$ cat src/rtl/cond_logic_ex.sv
// cond_logic_ex: execute-stage conditional-logic unit of the pipelined ARMv4 core.
// It owns the NZCV flags register. It evaluates the condition field against the
// registered flags, gates the PC/register/memory write enables by the result, and
// registers them into the E->M pipeline boundary.
// Optional build macro: COND_STATS_EN adds the CondPassCount and CondFailCount
// statistics counters.
module cond_logic_ex #(
  parameter logic [3:0] RESET_FLAGS = 4'b0000
) (
  input  logic        clk,
  input  logic        reset,
  input  logic        StallE,
  input  logic        FlushE,
  input  logic        ValidE,
  input  logic [3:0]  CondE,
  input  logic [3:0]  ALUFlags,
  input  logic [1:0]  FlagWriteE,
  input  logic        PCSrcE,
  input  logic        RegWriteE,
  input  logic        MemWriteE,
  output logic [3:0]  Flags,
  output logic        CondExE,
  output logic        BranchTakenE,
  output logic        PCSrcM,
  output logic        RegWriteM,
  output logic        MemWriteM,
  output logic        ValidM
`ifdef COND_STATS_EN
  ,
  output logic [31:0] CondPassCount,
  output logic [31:0] CondFailCount
`endif
);

  // ARM condition-code decode against a stored NZCV value; 1111 never passes.
  function automatic logic cond_pass(input logic [3:0] cond, input logic [3:0] nzcv);
    logic n, z, c, v, ge;
    n  = nzcv[3];
    z  = nzcv[2];
    c  = nzcv[1];
    v  = nzcv[0];
    ge = (n == v);
    case (cond)
      4'b0000: cond_pass = z;
      4'b0001: cond_pass = ~z;
      4'b0010: cond_pass = c;
      4'b0011: cond_pass = ~c;
      4'b0100: cond_pass = n;
      4'b0101: cond_pass = ~n;
      4'b0110: cond_pass = v;
      4'b0111: cond_pass = ~v;
      4'b1000: cond_pass = c & ~z;
      4'b1001: cond_pass = ~(c & ~z);
      4'b1010: cond_pass = ge;
      4'b1011: cond_pass = ~ge;
      4'b1100: cond_pass = ~z & ge;
      4'b1101: cond_pass = ~(~z & ge);
      4'b1110: cond_pass = 1'b1;
      default: cond_pass = 1'b0;
    endcase
  endfunction

  logic advance_e;
  logic commit_e;
  logic fail_e;

  // Condition evaluation uses only the registered flags: there is no ALUFlags
  // forwarding, so a flag update becomes visible to the next instruction.
  always_comb begin
    CondExE      = cond_pass(CondE, Flags);
    BranchTakenE = PCSrcE & CondExE & ValidE & ~FlushE;
    advance_e    = ValidE & ~FlushE & ~StallE;
    commit_e     = advance_e & CondExE;
    fail_e       = advance_e & ~CondExE;
  end

  // NZCV register: N,Z and C,V pairs load independently on a committed write.
  always_ff @(posedge clk) begin
    if (reset) begin
      Flags <= RESET_FLAGS;
    end else if (commit_e) begin
      if (FlagWriteE[1]) Flags[3:2] <= ALUFlags[3:2];
      if (FlagWriteE[0]) Flags[1:0] <= ALUFlags[1:0];
    end
  end

  // ---- E -> M boundary: reset > flush > stall > normal advance ----
  // E->M register; a condition-failed instruction still advances as valid with its writes killed.
  always_ff @(posedge clk) begin
    if (reset) begin
      PCSrcM    <= 1'b0;
      RegWriteM <= 1'b0;
      MemWriteM <= 1'b0;
      ValidM    <= 1'b0;
    end else if (FlushE) begin
      PCSrcM    <= 1'b0;
      RegWriteM <= 1'b0;
      MemWriteM <= 1'b0;
      ValidM    <= 1'b0;
    end else if (!StallE) begin
      PCSrcM    <= PCSrcE    & ValidE & CondExE;
      RegWriteM <= RegWriteE & ValidE & CondExE;
      MemWriteM <= MemWriteE & ValidE & CondExE;
      ValidM    <= ValidE;
    end
  end

`ifdef COND_STATS_EN
  // Pass/fail statistics; both counters wrap naturally at 32 bits.
  always_ff @(posedge clk) begin
    if (reset) begin
      CondPassCount <= 32'd0;
      CondFailCount <= 32'd0;
    end else begin
      if (commit_e) CondPassCount <= CondPassCount + 32'd1;
      if (fail_e)   CondFailCount <= CondFailCount + 32'd1;
    end
  end
`endif

endmodule

$ cat config.mk
export PLATFORM = sky130hd
export DESIGN_NAME = cond_logic_ex
export DESIGN_NICKNAME = d
export VERILOG_FILES = /design/src/rtl/cond_logic_ex.sv
export SDC_FILE = /design/constraint.sdc
export NUM_CORES = 1
export LEC_CHECK = 0
export CAP_MARGIN = 20
export CELL_PAD_IN_SITES_DETAIL_PLACEMENT = 1
export CELL_PAD_IN_SITES_GLOBAL_PLACEMENT = 1
export CORE_MARGIN = 2
export CORE_UTILIZATION = 30
export CTS_CLUSTER_SIZE = 24
export DETAILED_ROUTE_END_ITERATION = 10
export GPL_ROUTABILITY_DRIVEN = 1
export GPL_TIMING_DRIVEN = 0
export PLACE_DENSITY = 0.79
export SETUP_SLACK_MARGIN = 0.4
export SLEW_MARGIN = 15
export SYNTH_ARGS = -nofsm -noshare
export SYNTH_HDL_FRONTEND = slang
export SYNTH_SLANG_ARGS = --single-unit
$ cat constraint.sdc
create_clock -name clk -period 9.6 [get_ports clk]
set_input_delay 2.88 -clock clk [delete_from_list [all_inputs] [get_ports clk]]
set_output_delay 2.88 -clock clk [all_outputs]
set_load 0.02 [all_outputs]
# [Word level (Yosys, flattened, before mapping)]
# Index checks and enable logic that the tools add are counted.
[op_classes] eq_ne=15 mux=1 bitwise=23 n_reduce_logical=4
[op_table] operator="$eq 4x4->1 const B" n=7
[op_table] operator="$eq 4x3->1 const B" n=4
[op_table] operator="$pmux 1 s15" n=1
[op_table] operator="$and 1x1->1" n=14
[op_table] operator="$not 1->1" n=9
[op_table] operator="$eq 4x2->1 const B" n=2
[op_table] operator="$eq 4x1->1 const B" n=1
[op_table] operator="$logic_not 4->1" n=1
[op_table] operator="$reduce_and 2->1" n=2
[op_table] operator="$reduce_or 2->1" n=1
[op_table] operator="$eq 1x1->1" n=1
[word_totals] ff_bits=8 input_bits=18 out_inout_bits=10 word_cells=49

# [Logic depth before layout (Yosys ltp)]
# Gate-level depths: netlist of run 1.
[logic_depth] word_depth=7 ltp_mapped=8 mapped_depth_nobuf=6

# [Least setup slack after synthesis of run 1]
# No wires, ideal clock.
[synth_path] path_kind="input -> output" from="input CondE[0]" to="output BranchTakenE" arrival_time_ps=4346 t_required_ps=6720 setup_slack_ps=2374 stages=7 n_path_buf=2 path_cell_list="buf_6 -> xor2_1 -> a221oi_1 -> a311oi_1 -> or4_1 -> buf_6 -> and4b_1"
[synth_via] elab_chain_len=5 word_cells_on_any_way=19 classes_between="eq/ne: 14; mux: 1; bitwise: 3; reduce/logical: 1"
[synth_rtl] element="start, declared" line="15" source="input logic [3:0] CondE,"
[synth_rtl] element="$eq 4x4->1, or another cell as far along" line="43" source="case (cond)"
[synth_rtl] element="$pmux 1 s15 (*)" line="43"
[synth_rtl] element="named net CondExE" line="22" source="output logic CondExE,"
[synth_rtl] element="$and 1x1->1 (*) (3 in a row)" line="71" source="BranchTakenE = PCSrcE & CondExE & ValidE & ~FlushE;"
[synth_rtl] element="end, declared" line="23" source="output logic BranchTakenE,"
# Mark *: on every way through the listed nets, which the timed path passes. The rest lies on a longest branch.

# [Worst setup path after layout of run 1]
[layout_path] from="input CondE[1]" to="output BranchTakenE"
[layout_via] elab_chain_len=5 word_cells_on_any_way=19 classes_between="eq/ne: 14; mux: 1; bitwise: 3; reduce/logical: 1"
[layout_rtl] element="$eq 4x4->1, or another cell as far along" line="43"
[layout_rtl] element="$pmux 1 s15 (*)" line="43"
[layout_rtl] element="$and 1x1->1 (*) (3 in a row)" line="71"
# Every way passes the cells marked *; elsewhere a longest branch is shown, timed or not.

==> run summary, run 1 <==
The flow ran to the end, and the final reports show no timing, DRC or antenna violations. For hold timing, the worst endpoint is RegWriteM. Dividing the final minimum period by the clock period gives 86.2%. 28 I/O pins were placed. The setup path with the least slack is of type input port to primary output.

The clock insertion delay at the later pin of the skew report is 260 ps. After clock tree synthesis, the flow added hold-fix buffers numbering 0. The remaining number of nets flagged by the antenna check after routing is 0.

The final-report hold violation count is 0. The headroom to the max-slew limit is 61.5%. The total routing resource utilization after global routing came out at 16.7%. In the synthesized netlist the dominant register cell turns out to be sky130_fd_sc_hd__dfxtp_1. The worst endpoint required time is 6720 ps. The part of the total power dissipated in combinational logic is 28.9%. The final design instance area without fill is 903 um^2.

The cell depth of the worst flop-to-flop path is 7. The clock period minus final worst setup slack came out at 8270 ps. Counting instances in the post-synthesis netlist gives the leading cell types as sky130_fd_sc_hd__nand2b_1, sky130_fd_sc_hd__dfxtp_1, sky130_fd_sc_hd__mux2i_1, sky130_fd_sc_hd__nor3_1. Once placement completed, the tool counted placed cells totaling 114. After synthesis, the cell types taking the most area are sky130_fd_sc_hd__dfxtp_1, sky130_fd_sc_hd__nand2b_1, sky130_fd_sc_hd__mux2i_1. The dominant cell by count in the synthesized netlist is sky130_fd_sc_hd__nand2b_1. For this run, design rule violations remaining after detail routing come to 0.

Measured along the y axis, the die boundary spans 47.9 um. The hold path startpoint is RegWriteM. The number of clock sinks came out at 8. The utilization of the core after routing came out at 51.2%. For flop-to-flop paths, the worst setup slack is 7640 ps. The worst setup margin is 1330 ps. Synthesis instantiated 32 different standard cells from the library. The final layout contains 112 nets. The post-CTS clock slew at the launch and capture registers of the worst setup and hold paths is 50 ps. The synthesized area per cell came out at 9.34 um^2. The detailed-routing iteration count for the pre-antenna-repair pass is 2. The net switching power came out at 23.2 uW. Of all cell types, the one taking the most synthesized area is sky130_fd_sc_hd__dfxtp_1. The worst hold path was traced through 2 stages.

The worst min-delay path class is flop to flop. The total setup buffers inserted after CTS came out at 0. The area of the core region is 1760 um^2.

The final-layout worst hold slack is 531 ps. The final layout contains routed wiring with a total length of 1.55 mm. The layout overhead on the synthesized area came out at 55.9%. The number of nets produced by synthesis came out at 80. STA classifies the critical path startpoint as an input port. The power per cell area came out at 94.6 nW/um^2. The number of slew-limit violations in the final report is 0. The warning count from the yosys run is 0. The floorplan step defined a die boundary enclosing 2300 um^2. The switching part of the total came out at 27.1%. The clock passes through at most 2 buffers.

The weighted congestion reported at the end of routability-driven placement came out at 0.828. The post-cts repair resize count came out at 0. Cell internal power was estimated by the tool at 62.3 uW. Global routing finished with a remaining overflow of 0. The startpoint identified for the worst register-to-register timing path is Flags[3]. The area share of the leading cell type in the synthesized netlist came out at 27.6%. The number of port buffers is 27. The sequential share of power came out at 40.1%. The synthesized design contains 8 register bits.

The pin count of the biggest net entering global routing came out at 11. Once the floorplan was initialized, standard cells occupied 32.8% of the core. The number of global-route vias before repair came out at 610.

The fraction of registers with async set or reset after synthesis is 0%. The number of clock buffers inserted by TritonCTS came out at 3. The mean routed wirelength per cell came out at 13.2 um.

The worst vdd rail ir drop is 0.0564 mV. The clock root buffer is sky130_fd_sc_hd__clkbuf_4. The worst path arrival time is 5390 ps. The post-layout instance count excluding filler cells came out at 117. The instance area after placement is 881 um^2. The number of H-tree branching levels is 1. The total power consumption of the routed design came out at 85.5 uW. Setup repair after global routing left no endpoint under its margin. The share of total power dissipated in the clock network is 31.0%. The tool flagged a number of max-cap violations equal to 0. The top achievable clock speed came out at 121 MHz. The overall die width came out at 47.9 um. The worst slack at placement came out at 1340 ps. The synthesized instance count came out at 62. For this design the static power due to leakage is 0.382 nW. In this run the core area contains 15 standard-cell rows.

STA classifies the critical path endpoint as a primary output. Setup violations remaining at the end of the flow were counted as 0. The sequential fraction of the synthesis area came out at 27.6%. TritonCTS built the clock tree. The first global-routing pass estimated 2.70 mm of wire. In this run the critical register-to-register path is captured at Flags[3].

For the pin with the worst max-slew slack, the measured transition is 576 ps. The wire-length estimate of the detail-placed layout is 1.24 mm. The count of flip-flops with a built-in enable after synthesis is 0. The largest fanout on the critical path is 7. The initial DRC count is 3.

The initial antenna violation count is 0. The fraction of layout cells with a size suffix above 1 came out at 10.9%. Detailed routing inserted a total of 604 vias. The routed via count divided by cell count came out at 5.16. 0 antenna diodes ended up in the layout. The total negative slack came out at 0 ps.

The post-synthesis instance area is 579 um^2. The worst clock skew on the final layout came out at 6.48 ps.
-- sequential cells by signal (all words and copies together), names as in the netlist --
signal     count
Flags          4
MemWriteM      1
PCSrcM         1
RegWriteM      1
ValidM         1
-- how the worst max path moves through the flow --
| stage | startpoint | to | slack (ps) | cells after the start |
|---|---|---|---|---|
| after detailed placement | CondE[1] | BranchTakenE | 1340 | 8 |
| after CTS | CondE[1] | BranchTakenE | 1310 | 8 |
| after global routing | CondE[1] | BranchTakenE | 1180 | 8 |
| after floorplan | CondE[0] | BranchTakenE | 2370 | 7 |
| after global placement | CondE[0] | BranchTakenE | 1350 | 9 |
| final | CondE[1] | BranchTakenE | 1330 | 8 |
-- logic make-up after synthesis --
logic type / share of synthesized area, %
AO/OA/AOI/OAI: 16.6
XOR/XNOR: 4.54
buffers and inverters: 5.40
flip-flops: 27.6
multiplexers: 6.91
AND/OR/NAND/NOR: 38.9
-- area by class of cell --
| cell class | count | area [um^2] |
|---|---|---|
| fillers | 220 | 861 |
| inverters | 1 | 3.75 |
| repair buffers | 27 | 270 |
| well taps | 25 | 31.3 |
| plain buffers | 3 | 27.5 |
| multi-input cells | 50 | 388 |
| clock buffers | 3 | 22.5 |
| flip-flops and latches | 8 | 160 |
-- power groups by stage --
stage,clock (mW),sequential [mW],combinational (mW)
after CTS,0.0278,0.0343,0.0250
final,0.0265,0.0343,0.0247
after global routing,0.0298,0.0343,0.0270
after floorplan,0,0.0356,0.0112
after detailed placement,0,0.0350,0.0248
after global placement,0,0.0350,0.0245
-- metal layers --
layer  track usage, %  vias up  part of all wire [%]
met5                0        -                     0
met4             6.49        0                     0
met3             4.53        0                   8.0
met2             27.2       25                    49
met1             20.9      280                    43
li1                 -      299                     -
-- cell usage in the layout (no fill, tap or decap), types with 2 or more instances in the layout --
| cell | n |
|---|---|
| sky130_fd_sc_hd__o21ai_0 | 2 |
| sky130_fd_sc_hd__dfxtp_1 | 8 |
| sky130_fd_sc_hd__a32oi_1 | 3 |
| sky130_fd_sc_hd__clkbuf_4 | 3 |
| sky130_fd_sc_hd__nor3_1 | 4 |
| sky130_fd_sc_hd__nand2b_1 | 10 |
| sky130_fd_sc_hd__a21oi_1 | 2 |
| sky130_fd_sc_hd__mux2i_1 | 4 |
| sky130_fd_sc_hd__clkdlybuf4s50_1 | 27 |
| sky130_fd_sc_hd__buf_6 | 2 |
| sky130_fd_sc_hd__or4_1 | 2 |
| sky130_fd_sc_hd__xor2_1 | 3 |
-- critical path, cell delays in order --
cell	delay (ps)
sky130_fd_sc_hd__clkdlybuf4s50_1	510
sky130_fd_sc_hd__and2b_4	220
sky130_fd_sc_hd__a221oi_1	280
sky130_fd_sc_hd__a311oi_1	80
sky130_fd_sc_hd__or4_1	550
sky130_fd_sc_hd__buf_6	170
sky130_fd_sc_hd__and4b_1	170
sky130_fd_sc_hd__clkdlybuf4s50_1	540
Power figures use the tool's default switching activity.
==> run 2: changes to the inputs <==
- CTS_CLUSTER_SIZE: 24 -> not set
- clock period: 9.6 -> 10.6 ns (I/O delays scaled with it)
==> results of run 2 <==
The final DEF is identical to that of run 1. Status: finished, final reports clean.
Among the figures that moved: setup slack after placement 1340 ps -> 1740 ps; setup slack after layout 1330 ps -> 1730 ps; register-to-register setup slack 7640 ps -> 8640 ps; total power 0.0855 mW -> 0.0774 mW; worst IR drop on VDD 0.0564 mV -> 0.0511 mV
==> run 3: changes to the inputs <==
- CORE_UTILIZATION: 30 -> 28
- PLACE_DENSITY: 0.79 -> 0.74
- clock period: 10.6 -> 8.8 ns (I/O delays scaled with it)
==> run 3 against run 2 <==
Effect of this change: via count is 0.99% higher; final cell count is 1.7% higher; die area is 6.5% higher; count of clock-buffer cells in the layout stayed put; global-route usage is 1.5 points lower; core utilization is 5.0 points lower; worst hold slack worse by 1.5 ps.
==> run summary, run 3 (synthesis gave the netlist of run 1 again) <==
The initial antenna violation count is 0. In the final layout, flip-flops and latches occupy 160 um^2. The mean routed wirelength per cell came out at 13.5 um. The library cell used most frequently in the layout, excluding fill and tap cells, is sky130_fd_sc_hd__clkdlybuf4s50_1. Compared with the post-synthesis result, the final layout area differs by 56.4%. The total I/O pin count is 28. The die height is 49.5 um. The total number of vias is 610.

The instance area after placement came out at 883 um^2. The post-detailed-routing wire length came out at 1.60 mm. The remaining number of nets flagged by the antenna check after routing is 0.

Dividing total power by cell area gives a power density of 103 nW/um^2. The headroom to the max-slew limit is 62.8%. The flow ran to the end, and the final reports show no timing, DRC or antenna violations. The maximum count of clock buffers along a single path is 2. Counting flops per register, the top entry is Flags. The standby leakage power came out at 0.382 nW.

The worst slack at placement is 1020 ps. The number of antenna diodes in the final layout is 0. The worst vdd rail ir drop came out at 0.0969 mV.

The number of clock buffers inserted by TritonCTS is 3. The pin count of the biggest net entering global routing came out at 11. The floorplan row count is 16. Max-cap violations in this run came to 0. The number of slew-limit violations in the final report is 0. In the routed design, unresolved DRC markers number 0. The final design instance area without fill is 906 um^2.

The top achievable clock speed came out at 128 MHz. The post-cts repair resize count came out at 0. The die is 49.5 um wide.

TritonCTS built the clock tree. The wire length of the first global-routing pass is 2.91 mm. The clock period minus final worst setup slack came out at 7790 ps.

The final-report hold violation count came out at 0. Setup repair after global routing left no endpoint under its margin. The largest fanout on the critical path came out at 7. The fraction of layout cells with a size suffix above 1 came out at 10.9%. The starting density of the core is 29.5%.

The flip-flop count of the largest register, all copies and words added came out at 4. The slew at the pin with the worst max-slew slack is 557 ps. The final-layout worst hold slack is 530 ps. The weighted congestion reported at the end of routability-driven placement is 0.785. In the final layout, the multi-input gates occupy 388 um^2.

The top cell types in the final layout, fill and taps aside, are sky130_fd_sc_hd__clkdlybuf4s50_1, sky130_fd_sc_hd__nand2b_1, sky130_fd_sc_hd__dfxtp_1. The die covers 2450 um^2. The clock insertion delay at the later pin of the skew report came out at 260 ps. The kind of end point of the critical path is a primary output. CTS placed an instance of sky130_fd_sc_hd__clkbuf_4 at the clock tree root. The number of nets in the layout came out at 112. The worst hold path belongs to the class flop to flop. The post-cts hold buffer count came out at 0. The area of the core region came out at 1960 um^2.

The total routing resource utilization after global routing came out at 15.3%. The worst clock skew on the final layout came out at 0.517 ps. For this block, the initial DRC count from the detailed router was 3. The worst endpoint required time came out at 6160 ps. The worst setup margin is 1010 ps. Global routing finished with a remaining overflow of 0. The total setup buffers inserted after CTS came out at 0. The final HPWL from detailed placement came out at 1.31 mm. The number of global-route vias before repair was 668. The number of port buffers is 27. Setup violations remaining at the end of the flow were counted as 0. The post-CTS clock slew at the launch and capture registers of the worst setup and hold paths is 50 ps. The fill cell instance count of the final layout is 243.

The setup path with the least slack is of type input port to primary output. Clock tree synthesis found a total of 8 sinks. The routed via count divided by cell count came out at 5.13.

The worst setup path is launched from an input port. Summed over all failing endpoints, the final setup total negative slack is 0 ps. The part of the cycle the worst path needs came out at 88.5%. The number of H-tree branching levels came out at 1.

The worst path arrival time came out at 5150 ps. The detailed-routing iteration count for the pre-antenna-repair pass is 3.
run 3: report_power, final:
group	leakage (nW)	switching (mW)	internal [mW]
registers	0.0646	0.000617	0.0368
logic	0.304	0.0114	0.0155
clock network	0.0138	0.0135	0.0157
run 3: final cells by class:
type,count,share of cell area (%)
Inverter,1,0.414
Clock buffer,3,2.49
Timing Repair Buffer,27,29.8
Tap cell,27,3.73
Multi-Input combinational cell,50,42.8
Buffer,3,3.04
Sequential cell,8,17.7
run 3: critical path, cell delays in order:
cell and delay (ps):
sky130_fd_sc_hd__clkdlybuf4s50_1 510, sky130_fd_sc_hd__and2b_4 220, sky130_fd_sc_hd__a221oi_1 280, sky130_fd_sc_hd__a311oi_1 80, sky130_fd_sc_hd__or4_1 550, sky130_fd_sc_hd__buf_6 160
sky130_fd_sc_hd__and4b_1 160, sky130_fd_sc_hd__clkdlybuf4s50_1 540
run 3: worst paths after layout:
| check | from | to | slack [ps] | depth (start not counted) |
|---|---|---|---|---|
| worst max register to register | Flags[3] | MemWriteM | 6810 | 7 |
| worst max-delay path | CondE[1] | BranchTakenE | 1010 | 8 |
| worst min-delay path | ValidM | ValidM | 530 | 2 |
| worst min register to register | ValidM | ValidM | 530 | 2 |
run 3: routing by layer:
layer / global-route usage [%] / vias up / routed length, um
met5: 0 / - / 0
met4: 6.94 / 0 / 23
met3: 4.85 / 2 / 154
met2: 27.7 / 27 / 808
met1: 15.9 / 283 / 617
li1: - / 298 / -
run 3: through the flow:
step	utilization (%)	std cells	total power, mW
6_report	46.2	119	0.0935
5_1_grt	46.2	119	0.0992
4_1_cts	46.2	119	0.0951
3_5_place_dp	45.0	116	0.0653
3_3_place_gp	45.0	116	0.0650
2_1_floorplan	-	62	0.0511
